$ cat src/rtl/morph_pkg.sv
// Shared types and helpers for the streaming 3x3 binary morphology filter.
package morph_pkg;

    typedef enum logic [1:0] {
        MODE_BYPASS = 2'd0,
        MODE_ERODE  = 2'd1,
        MODE_DILATE = 2'd2,
        MODE_COUNT  = 2'd3
    } morph_mode_e;

    typedef enum logic [1:0] {
        IDLE  = 2'd0,
        FILL  = 2'd1,
        RUN   = 2'd2,
        FLUSH = 2'd3
    } state_e;

    function automatic logic [3:0] popcount9(input logic [8:0] bits);
        logic [3:0] n;
        n = 4'd0;
        for (int i = 0; i < 9; i++) begin
            n = n + {3'd0, bits[i]};
        end
        return n;
    endfunction

endpackage

$ cat src/rtl/morph_line_buffer.sv
// One-line delay for a 1-bit pixel stream: circular buffer with a shared
// read/write pointer, so the bit read out was written DEPTH shifts earlier.
module morph_line_buffer #(
    parameter int DEPTH = 640
) (
    input  logic clk,
    input  logic reset,
    input  logic shift_en_i,
    input  logic bit_i,
    output logic bit_o
);
    localparam int PW = $clog2(DEPTH);
    localparam logic [PW-1:0] PTR_LAST = PW'(DEPTH - 1);

    logic          mem_q [DEPTH];
    logic [PW-1:0] ptr_q;

    assign bit_o = mem_q[ptr_q];

    // NOTE: sequential state is always written with <= so every register samples
    // the pre-edge values; blocking = here would create order-dependent races.
    always_ff @(posedge clk) begin
        if (reset) begin
            ptr_q <= '0;
        end else if (shift_en_i) begin
            ptr_q <= (ptr_q == PTR_LAST) ? '0 : ptr_q + PW'(1);
        end
    end

    // NOTE: the storage array has no reset on purpose; stale bits only ever reach
    // window positions that the border mask overrides, and this keeps it RAM-mappable.
    always_ff @(posedge clk) begin
        if (shift_en_i) begin
            mem_q[ptr_q] <= bit_i;
        end
    end

endmodule

$ cat src/rtl/morph_stream_filter.sv
// Streaming 3x3 binary erode/dilate/count/bypass filter with valid/ready on both
// sides; the centre pixel lags the input by IMG_W+1 beats and a FLUSH phase drains it.
module morph_stream_filter
    import morph_pkg::*;
#(
    parameter int PIX_W  = 4,
    parameter int IMG_W  = 640,
    parameter int IMG_H  = 480,
    parameter bit BORDER = 1'b0
) (
    input  logic              clk,
    input  logic              reset,
    input  morph_mode_e       mode,
    input  logic [3:0]        count_thresh,
    input  logic              in_valid,
    output logic              in_ready,
    input  logic [PIX_W-1:0]  in_pixel,
    input  logic              in_sof,
    output logic              out_valid,
    input  logic              out_ready,
    output logic [PIX_W-1:0]  out_pixel,
    output logic              out_sof,
    output logic              out_eof,
    output logic              busy,
    output logic              sync_err
);
    localparam int XW = $clog2(IMG_W);
    localparam int YW = $clog2(IMG_H);
    localparam logic [XW-1:0] X_LAST = XW'(IMG_W - 1);
    localparam logic [YW-1:0] Y_LAST = YW'(IMG_H - 1);

    state_e          state_q, state_d;
    morph_mode_e     mode_q;
    logic [3:0]      thresh_q;
    logic [XW-1:0]   in_x_q, ox_q;
    logic [YW-1:0]   in_y_q, oy_q;
    logic [2:0][2:0] win_q, win_d, nbr;
    logic            out_valid_q, out_bit_q, out_sof_q, out_eof_q, sync_err_q;

    logic slot_free, accept, start, shift, produce;
    logic shift_in, lb1_out, lb2_out, result;
    logic [8:0] flat;

    // Output process: handshake and datapath enables derived from the state.
    // NOTE: every combinational output gets a default before the case so no path
    // leaves it unassigned, which would otherwise infer a latch.
    always_comb begin
        slot_free = ~out_valid_q | out_ready;
        in_ready  = (state_q != FLUSH) && slot_free;
        busy      = (state_q != IDLE);
        accept    = in_valid && in_ready;
        start     = accept && in_sof;
        shift     = 1'b0;
        produce   = 1'b0;
        unique case (state_q)
            IDLE:  shift = start;
            FILL: begin
                shift   = accept;
                produce = accept && !in_sof && (in_x_q == XW'(1)) && (in_y_q == YW'(1));
            end
            RUN: begin
                shift   = accept;
                produce = accept && !in_sof;
            end
            FLUSH: begin
                shift   = slot_free && !(out_valid_q && out_eof_q);
                produce = shift;
            end
            default: ;
        endcase
    end

    always_comb begin
        state_d = state_q;
        unique case (state_q)
            IDLE:  if (start) state_d = FILL;
            FILL:  if (start) state_d = FILL;
                   else if (produce) state_d = RUN;
            RUN:   if (start) state_d = FILL;
                   else if (accept && in_x_q == X_LAST && in_y_q == Y_LAST) state_d = FLUSH;
            FLUSH: if (out_valid_q && out_eof_q && out_ready) state_d = IDLE;
            default: state_d = IDLE;
        endcase
    end

    assign shift_in = (state_q == FLUSH) ? BORDER : |in_pixel;

    morph_line_buffer #(.DEPTH(IMG_W)) u_lb1 (
        .clk(clk), .reset(reset), .shift_en_i(shift), .bit_i(shift_in), .bit_o(lb1_out)
    );
    morph_line_buffer #(.DEPTH(IMG_W)) u_lb2 (
        .clk(clk), .reset(reset), .shift_en_i(shift), .bit_i(lb1_out), .bit_o(lb2_out)
    );

    // Row 0 is the line above the centre, column 2 the pixel to its right.
    always_comb begin
        win_d    = win_q;
        win_d[0] = {lb2_out, win_q[0][2:1]};
        win_d[1] = {lb1_out, win_q[1][2:1]};
        win_d[2] = {shift_in, win_q[2][2:1]};
        nbr      = win_d;
        if (oy_q == '0)     nbr[0] = {3{BORDER}};
        if (oy_q == Y_LAST) nbr[2] = {3{BORDER}};
        for (int r = 0; r < 3; r++) begin
            if (ox_q == '0)     nbr[r][0] = BORDER;
            if (ox_q == X_LAST) nbr[r][2] = BORDER;
        end
        flat = {nbr[2], nbr[1], nbr[0]};
        unique case (mode_q)
            MODE_BYPASS: result = nbr[1][1];
            MODE_ERODE:  result = &flat;
            MODE_DILATE: result = |flat;
            default:     result = (popcount9(flat) >= thresh_q);
        endcase
    end

    always_ff @(posedge clk) begin
        if (reset) begin
            state_q     <= IDLE;
            mode_q      <= MODE_BYPASS;
            thresh_q    <= 4'd1;
            in_x_q      <= '0;
            in_y_q      <= '0;
            ox_q        <= '0;
            oy_q        <= '0;
            win_q       <= '0;
            out_valid_q <= 1'b0;
            out_bit_q   <= 1'b0;
            out_sof_q   <= 1'b0;
            out_eof_q   <= 1'b0;
            sync_err_q  <= 1'b0;
        end else begin
            state_q    <= state_d;
            sync_err_q <= start && (state_q == FILL || state_q == RUN);
            if (shift) win_q <= win_d;
            if (start) begin
                mode_q   <= mode;
                thresh_q <= (count_thresh == 4'd0) ? 4'd1 : count_thresh;
                in_x_q   <= XW'(1);
                in_y_q   <= '0;
                ox_q     <= '0;
                oy_q     <= '0;
            end else begin
                if (accept && (state_q == FILL || state_q == RUN)) begin
                    if (in_x_q == X_LAST) begin
                        in_x_q <= '0;
                        in_y_q <= in_y_q + YW'(1);
                    end else begin
                        in_x_q <= in_x_q + XW'(1);
                    end
                end
                if (produce) begin
                    if (ox_q == X_LAST) begin
                        ox_q <= '0;
                        oy_q <= (oy_q == Y_LAST) ? '0 : oy_q + YW'(1);
                    end else begin
                        ox_q <= ox_q + XW'(1);
                    end
                end
            end
            // A restart drops whatever the old frame still had pending.
            if (start) begin
                out_valid_q <= 1'b0;
            end else if (produce) begin
                out_valid_q <= 1'b1;
                out_bit_q   <= result;
                out_sof_q   <= (ox_q == '0) && (oy_q == '0);
                out_eof_q   <= (ox_q == X_LAST) && (oy_q == Y_LAST);
            end else if (out_ready) begin
                out_valid_q <= 1'b0;
            end
        end
    end

    assign out_valid = out_valid_q;
    assign out_pixel = {PIX_W{out_bit_q}};
    assign out_sof   = out_valid_q & out_sof_q;
    assign out_eof   = out_valid_q & out_eof_q;
    assign sync_err  = sync_err_q;

endmodule
$ cat config.mk
export PLATFORM = sky130hd
export DESIGN_NAME = morph_stream_filter
export DESIGN_NICKNAME = d
export VERILOG_FILES = /design/src/rtl/morph_pkg.sv /design/src/rtl/morph_line_buffer.sv /design/src/rtl/morph_stream_filter.sv
export SDC_FILE = /design/constraint.sdc
export NUM_CORES = 2
export LEC_CHECK = 0
export ABC_CLOCK_PERIOD_IN_PS = 25400
export BUFFER_PORTS_ARGS = -buffer_cell sky130_fd_sc_hd__buf_2
export CORE_UTILIZATION = 32
export CTS_BUF_LIST = sky130_fd_sc_hd__clkbuf_4
export CTS_CLUSTER_DIAMETER = 200
export CTS_CLUSTER_SIZE = 28
export DETAILED_ROUTE_END_ITERATION = 7
export PLACE_DENSITY = 0.57
export SETUP_SLACK_MARGIN = 0.2
export SYNTH_ARGS = -nofsm -noshare
export SYNTH_HDL_FRONTEND = slang
export SYNTH_SLANG_ARGS = --single-unit
$ cat constraint.sdc
create_clock -name clk -period 25.4 [get_ports clk]
set_input_delay 2.54 -clock clk [delete_from_list [all_inputs] [get_ports clk]]
set_output_delay 2.54 -clock clk [all_outputs]
set_load 0.005 [all_outputs]
==> run summary <==
Root Buffer - clkbuf_4
dpl hpwl - 87700 um
antenna violations before repair - 6
status - complete, no violations
vias in the first global route - 34900
Nets - 4202
sequential share of power - 67.1%
share of post-route cells with drive strength above 1 - 13.7%
deepest clock path buffer count - 3
Post-synth EDFFs - 1280
hold crit path type - reg2reg
Die ar. - 191000 um2
GRT Overall Usage - 16.6%
FILL cells - 18600
switching share of power - 24.8%
Worst setup SP type - flip-flop
top cells by count, synth - nor2_1 (1390), edfxtp_1 (1280), clkbuf_1 (301), mux4_2 (279), nand2_1 (195)
sequential area share after synthesis - 66.8%
Syn Std Cell Area - 60500 um2
worst setup path class - reg2reg
Post-Syn Area per Cell - 13.7 um2
Die Wd - 437 um
DR vias - 35700
Synth area leader - edfxtp_1
Warnings, synthesis - 0
Syn Inst Count - 4408
clock power share - 22.4%
cell area power density - 60.9 nW/um2
internal power - 2.90 mW
fraction of registers with async set or reset after synthesis - 0%
Critical Path RT - 26.51 ns
final worst-path setup slack - 17.44 ns
Max VDD drop - 0.0430 mV
I/O pin count - 25
Hold Fails Final Rpt - 0
Reg clk slew, reported paths - 0.30 ns
Final Wtd Congestion - 0.824
top_reg_cell synth - edfxtp_1
slew at the pin with the worst max-slew slack - 1.29 ns
num rows - 159
Yosys reg bits - 1377
Starting DRT DRC Count - 4321
worst endpoint data arrival time - 9.07 ns
postcts setup bufs - 0
Logic pwr share - 10.5%
largest net degree at the start of global routing - 291
Non-Filler Instances - 6699
Final setup violation count - 0
Finished Core Util - 33.7%
WL/cell - 24.2 um
CTS tree - built
Synth area leaders - edfxtp_1 (64%), mux4_2 (10%), nor2_1 (8.6%)
Overall Power - 3.85 mW
NetSw - 0.956 mW
cts bufs inserted - 55
shortest period the worst path allows - 7.96 ns
Sum Neg Setup Slack - 0 ns
Finished Cell Area - 63300 um2
worst skew pair latency - 1.19 ns
count leader, synth - nor2_1
clk sinks - 1377
Crit. End Element - flip-flop
syn nets - 4457
Vias/cell - 5.32
antenna-violating nets left - 0
IO buf count - 24
Starting Density - 32.2%
Final Skew - 0.0928 ns
largest fanout on the critical path - 45
Fin Hold WS - 0.477 ns
die height - 437 um
relative slew slack - 14.0%
Area Overhead vs Synth - 4.66%
remaining routing DRC violations - 0
Core Region - 188000 um2
Inst Count DP - 6591
crit share post-route - 31.3%
# resized after CTS - 0
CTS Hold Buffers Added - 0
Pre-Repair DR Iteration Count - 6
Highest Clock Rate - 0.126 GHz
Synth top area share - 63.6%
leakage - 19.0 nW
max-cap viol count - 0
global-route wire length before repair - 237000 um
Setup Slack @ Placement - 17.49 ns
Max Slew Vio Count - 0
Routed WL - 162000 um
distinct cell type count after synthesis - 91
Cell Area, Placed - 62400 um2
CTS H-tree depth - 2
Remaining Overflow, GRT - 0
RSZ-0062 raised after global routing - false
[flip-flops by register name, summed over array words and instances, names as in the netlist, 5 cells and up, named ones only]
name	flops
in_x_q	10
u_lb2.ptr_q	10
ox_q	10
u_lb1.ptr_q	10
u_lb2.mem_q	640
u_lb1.mem_q	640
win_d	5
in_y_q	9
oy_q	9
[area by class of cell]
type,count,area (um2),share of cell area [%]
antenna,4,10.0,0.0158
multi-input combinational,2584,18100,28.6
sequential,1377,40400,63.9
clock inverter,3,63.8,0.101
inverter,43,161,0.255
clock buffer,101,758,1.20
tap,2495,3120,4.93
timing repair buffer,92,656,1.04
[cell families after synthesis]
group / after synthesis / share of synthesized area [%]
compound gates: 253 / 2.97
xor+xnor: 45 / 0.652
fa+ha+maj: 34 / 0.766
buf+inv: 447 / 3.49
flops: 1377 / 66.8
mux: 414 / 12.8
simple gates: 1838 / 12.5
[worst paths after layout]
check | depth (start not counted) | from | endpoint | slack [ns]
hold / removal | 2 | thresh_q[1] | thresh_q[1] | 0.48
setup reg to reg | 25 | flip-flop | out_bit_q | 17.44
hold reg to reg | 2 | thresh_q[1] | thresh_q[1] | 0.48
setup / recovery | 25 | flip-flop | out_bit_q | 17.44
[routing by layer]
metal | vias to the layer above | GRT usage, % | wire, um
met1 | 18900 | 22.9 | 69200
met3 | 197 | 2.03 | 10500
met5 | - | 0 | 64
met4 | 10 | 4.11 | 3890
met2 | 1194 | 27.7 | 78800
li1 | 15400 | - | -
[worst max-delay path: stages, from the launching register on]
cell and delay (ns):
dfxtp_4 1.00, buf_4 0.78, buf_4 0.63, mux4_2 0.32, nor2b_1 0.12, a211oi_1 0.06, a2111oi_0 0.88, o311ai_2 0.26
nor3_1 0.66, fa_1 0.54, inv_1 0.09, fa_1 0.38, inv_1 0.08, fa_1 0.20, inv_1 0.06, fa_1 0.47
inv_1 0.04, ha_1 0.26, a21oi_1 0.06, nor2b_1 0.12, o21ai_0 0.08, and4b_1 0.20, o21a_1 0.16, a21oi_1 0.10
o21ai_0 0.09, a21oi_1 0.15
[power by group through the flow]
stage	clock (mW)	sequential, mW	combinational, mW
finish	0.862	2.59	0.404
global route	0.944	2.59	0.436
CTS	0.877	2.59	0.409
detailed placement	0	2.64	0.408
global placement	0	2.64	0.403
floorplan	0	2.69	0.323
[placed cells by master (no fill, tap or decap), types with 12 or more instances in the layout]
cell type  count
nand2_1      151
edfxtp_1    1280
xor2_1        26
nor2_1      1389
xnor2_1       19
a22oi_1       80
clkbuf_4     101
and3_1        14
ha_1          29
a21oi_1       55
nand3_1       35
inv_1         43
a221oi_1      12
nand4_1       26
nor3_1        39
mux4_2       279
mux2i_1      108
nand2_2       44
nor2b_1       24
dfxtp_1       89
mux2_2        21
o21ai_0       22
buf_4         66
buf_2         24
nor3b_1       14
and2_1        21
nand2b_1      16
Power figures use the tool's default switching activity.
